**src/rtl/hier_path_receiver.sv**
```systemverilog
// Reassembles a serial per-level index stream into one packed path word, depth and error flag.
// Latency: out_valid rises the cycle after the in_last beat is accepted.
// Backpressure: in_ready is low while a finished path is held; the path is held until out_ready.
module hier_path_receiver #(
    parameter int IDX_W     = 3,
    parameter int MAX_DEPTH = 10,
    parameter int FANOUT    = 5,
    parameter int DEPTH_W   = $clog2(MAX_DEPTH + 1)
) (
    input  logic                       clk,
    input  logic                       rst,
    input  logic                       in_valid,
    output logic                       in_ready,
    input  logic [IDX_W-1:0]           in_idx,
    input  logic                       in_last,
    output logic                       out_valid,
    input  logic                       out_ready,
    output logic [MAX_DEPTH*IDX_W-1:0] out_path,
    output logic [DEPTH_W-1:0]         out_depth,
    output logic                       out_err
);

    typedef enum logic [1:0] {
        COLLECT = 2'd0,
        SKIP    = 2'd1,
        HOLD    = 2'd2
    } state_t;

    localparam int PW = MAX_DEPTH * IDX_W;

    state_t               state_q, state_d;
    logic [PW-1:0]        path_q,  path_d;
    logic [DEPTH_W-1:0]   depth_q, depth_d;
    logic                 err_q,   err_d;

    logic                 accept;
    logic                 idx_ok;
    logic                 room;

    // Ready is withheld while a path waits downstream and during reset.
    assign in_ready = (state_q != HOLD) && !rst;
    assign accept   = in_valid && in_ready;

    // Unsigned range check; an index equal to FANOUT is already illegal.
    assign idx_ok = ({{(32-IDX_W){1'b0}}, in_idx} < 32'(FANOUT));
    assign room   = (depth_q < DEPTH_W'(MAX_DEPTH));

    // Next-state and datapath: store legal beats, flag the first bad one, skip the rest.
    always_comb begin
        state_d = state_q;
        path_d  = path_q;
        depth_d = depth_q;
        err_d   = err_q;
        case (state_q)
            COLLECT: begin
                if (accept) begin
                    if (idx_ok && room) begin
                        path_d[int'(depth_q)*IDX_W +: IDX_W] = in_idx;
                        depth_d = depth_q + DEPTH_W'(1);
                    end else begin
                        err_d = 1'b1;
                    end
                    if (in_last) begin
                        state_d = HOLD;
                    end else if (!(idx_ok && room)) begin
                        state_d = SKIP;
                    end
                end
            end
            SKIP: begin
                if (accept && in_last) begin
                    state_d = HOLD;
                end
            end
            HOLD: begin
                if (out_ready) begin
                    path_d  = '0;
                    depth_d = '0;
                    err_d   = 1'b0;
                    state_d = COLLECT;
                end
            end
            default: begin
                state_d = COLLECT;
            end
        endcase
    end

    // State and path registers; reset drops any partial or pending path.
    always_ff @(posedge clk) begin
        if (rst) begin
            state_q <= COLLECT;
            path_q  <= '0;
            depth_q <= '0;
            err_q   <= 1'b0;
        end else begin
            state_q <= state_d;
            path_q  <= path_d;
            depth_q <= depth_d;
            err_q   <= err_d;
        end
    end

    assign out_valid = (state_q == HOLD);
    assign out_path  = path_q;
    assign out_depth = depth_q;
    assign out_err   = err_q;

endmodule

```
**config.mk**
```make
export PLATFORM = sky130hd
export DESIGN_NAME = hier_path_receiver
export DESIGN_NICKNAME = d
export VERILOG_FILES = /design/src/rtl/hier_path_receiver.sv
export SDC_FILE = /design/constraint.sdc
export NUM_CORES = 1
export LEC_CHECK = 0
export ABC_AREA = 1
export CAP_MARGIN = 20
export CORE_ASPECT_RATIO = 1.25
export CORE_MARGIN = 2
export CORE_UTILIZATION = 40
export CTS_CLUSTER_DIAMETER = 30
export DETAILED_ROUTE_END_ITERATION = 16
export HOLD_SLACK_MARGIN = 0.1
export PLACE_DENSITY = 0.77
export SETUP_SLACK_MARGIN = 0.4
export SLEW_MARGIN = 20
export SYNTH_ARGS = -nofsm -noshare
export SYNTH_HDL_FRONTEND = slang
export SYNTH_SLANG_ARGS = --single-unit
```
**constraint.sdc**
```tcl
create_clock -name clk -period 3.9 [get_ports clk]
set_input_delay 0.975 -clock clk [delete_from_list [all_inputs] [get_ports clk]]
set_output_delay 0.975 -clock clk [all_outputs]
set_load 0.1 [all_outputs]
```
==> impl_metrics.yaml <==
global_routing:
  grt_pass1_vias: 1760
  overflow: 0
  grt_usage_pct: 18.0
  grt_max_degree: 45
  antenna_found_initial: 0
  grt_pass1_wl_mm: 7.93
synth:
  syn_nets: 301
  synth_xor_area_share_pct: 0
  syn_area_um2: 2000
  synth.top_cell.area_share_pct: 37.1
  synth_commonest_cells: "70 x nand2_1, 37 x dfxtp_1, 37 x nand3_1"
  yosys-mux-area-fraction_pct: 0
  syn-instance-count: 289
  ys.flop_type: "dfxtp_1"
  synth_top_cell_by_area: "dfxtp_1"
  synth-simple-area-share_pct: 38.2
  ys_warn_count: 0
  synth_fa_ha_area_share_pct: 2.50
  synth.distinct_cells: 27
  ys_ff_latch: 37
  synthArstFlopShare_pct: 0
  yosysMostFrequentCell: "nand2_1"
  syn_avg_cell_area_um2: 6.91
  synth_top_family_by_area: "simple AND/OR/NAND/NOR gates"
  synth-seq-area-share_pct: 37.1
  synth_compound_area_share_pct: 13.3
  synth.area.top_cells: "dfxtp_1 37%, nand2_1 13%, nand3_1 9.3%, a21oi_1 8.0%, nor2_1 5.4%"
  synth_edf_count: 0
power:
  internal_power_uw: 648
  totalPowerFinal_mw: 1.01
  seq_power_share_pct: 39.3
  vdd_drop_max_mv: 0.258
  clockPowerShare_pct: 31.2
  power_frac_comb_pct: 29.5
  p_per_area_nw_per_um2: 398
  p_sw_share_pct: 36.1
  switchingPower_uw: 367
  power.leakage_nw: 0.972
clock_network:
  htree_levels: 2
  postCtsResizedCells: 0
  cts.sinks: 37
  cts_tree: "yes"
  clockBufferDepth: 2
  cts_root_buf: "clkbuf_8"
  ctsHoldBuffers: 0
  clkTransAtPathRegs_ns: 0.07
  numCtsBuffers: 5
  worst_skew_pair.late_latency_ns: 0.29
  cts_setup_buffers: 0
critical_path:
  crit_slowest_cell: "clkdlybuf4s50_1"
  startpoint_type: "flip-flop"
  path_cells: "clkdlybuf4s50_1"
  crit_buf_inv: 1
  critPathCaptureType: "output pin"
  worstPathRequired_ns: 2.92
  max_stage_delay_ns: 1.21
  path_delay_family: "buffers and inverters"
  path_class: "reg2out"
  path_max_fanout: 9
  cp.arrival_ns: 2.03
die:
  rows: 28
  initial_utilization_pct: 41.9
  top_level_ports: 45
  die_w_um: 67.2
  die_area_um2: 5580
  coreArea_um2: 4760
  die_y_um: 83.0
status:
  status: "complete, no violations"
drt:
  via_per_inst: 5.05
  via_count: 1976
  ant_nets: 0
  drc: 0
  drt-wirelength-per-cell_um: 11.6
  routed_wl_mm: 4.53
  drt_iter0_drc: 86
  dr.pass1.iters: 4
timing:
  fin_skew_ns: 0.00434
  setup_violations: 0
  maxSlewViolCount: 0
  fmax_mhz: 333
  max_slew_margin_pct: 35.0
  hold_viol_final: 0
  fin_crit_ns: 3.00
  finalSetupTns_ns: 0
  rsz0062_at_grt: "no"
  worst_pin_slew_ns: 0.972
  fin_ws_ns: 0.899
  whs_ns: 0.462
  min_period_over_period_pct: 76.9
placement:
  place_area_um2: 2450
  place_ws_ns: 0.905
  gp_congestion: 0.857
  dp.cells: 384
  portBuffers: 44
  dp_hpwl_mm: 3.41
run:
  max-cap-violations: 0
finish:
  syn_to_final_growth_pct: 27.7
  stdcell_count: 391
  layout.nets: 343
  fin_area_um2: 2550
  antennaDiodeCount: 0
  fin_util_pct: 53.5
  drive_gt1_share_pct: 12.1
worst_hold_path:
  hold_path_class: "reg2reg"
==> state kept, by name (all words and copies together), names as in the netlist <==
name,flops
out_depth,4
out_path,30
state_q,2
out_err,1
==> final timing paths <==
path / startpoint / to / slack (ns) / cells past startpoint
worst max-delay path: out_depth[0]$_SDFFE_PP0P_ / out_depth[0] / 0.90 / 1
worst min-delay path: out_path[29]$_SDFFE_PP0P_ / out_path[29]$_SDFFE_PP0P_ / 0.46 / 2
worst max register to register: out_depth[0]$_SDFFE_PP0P_ / out_path[16]$_SDFFE_PP0P_ / 1.91 / 8
worst min register to register: out_path[29]$_SDFFE_PP0P_ / out_path[29]$_SDFFE_PP0P_ / 0.46 / 2
==> worst register-to-register path, cell delays in order, from the launching register on <==
cell and delay [ns]:
dfxtp_1 0.53, inv_2 0.15, ha_1 0.38, inv_1 0.06, nor2_1 0.19, inv_1 0.10
nor2_1 0.22, nand3_1 0.12, a21oi_1 0.18
==> cell families (layout without fill, tap and decap cells) <==
| group | Yosys count | count (layout) |
|---|---|---|
| and+or+nand+nor | 163 | 163 |
| buffers and inverters | 36 | 78 |
| DFF | 37 | 37 |
| AOI/OAI and AO/OA | 49 | 49 |
| adders and majority gates | 4 | 4 |
==> cells in the final DEF, fill, tap and decap left out, types with 4 or more instances in the layout <==
cell type        instances
nand2_1                 70
clkdlybuf4s50_1         42
nand3_1                 37
dfxtp_1                 37
a21oi_1                 32
nor2_1                  29
inv_1                   19
nand2_2                  9
nor2_2                   6
o21ai_0                  6
inv_2                    5
clkbuf_8                 5
o21ai_1                  4
ha_1                     4
==> cell type report <==
type	count	area, µm²
tap	60	75.1
clock inverter	2	35.0
clock buffer	5	68.8
inverter	26	97.6
multi-input combinational	216	1080
sequential	37	741
timing repair buffer	45	455
fill	492	2210
==> power by group through the flow <==
stage | clock [mW] | combinational, mW | sequential [mW]
2_1_floorplan | 0 | 0.200 | 0.462
3_3_place_gp | 0 | 0.295 | 0.407
3_5_place_dp | 0 | 0.297 | 0.407
4_1_cts | 0.324 | 0.299 | 0.398
5_1_grt | 0.342 | 0.332 | 0.399
6_report | 0.317 | 0.299 | 0.399
==> routing by layer <==
layer / up-vias / share of wire [%] / global-route usage, %
li1: 1028 / - / -
met1: 881 / 42 / 22.8
met2: 55 / 50 / 29.1
met3: 12 / 5.0 / 3.39
met4: 0 / 2.6 / 7.98
met5: - / 0 / 0
No activity file was read; power rests on OpenSTA's default activity.
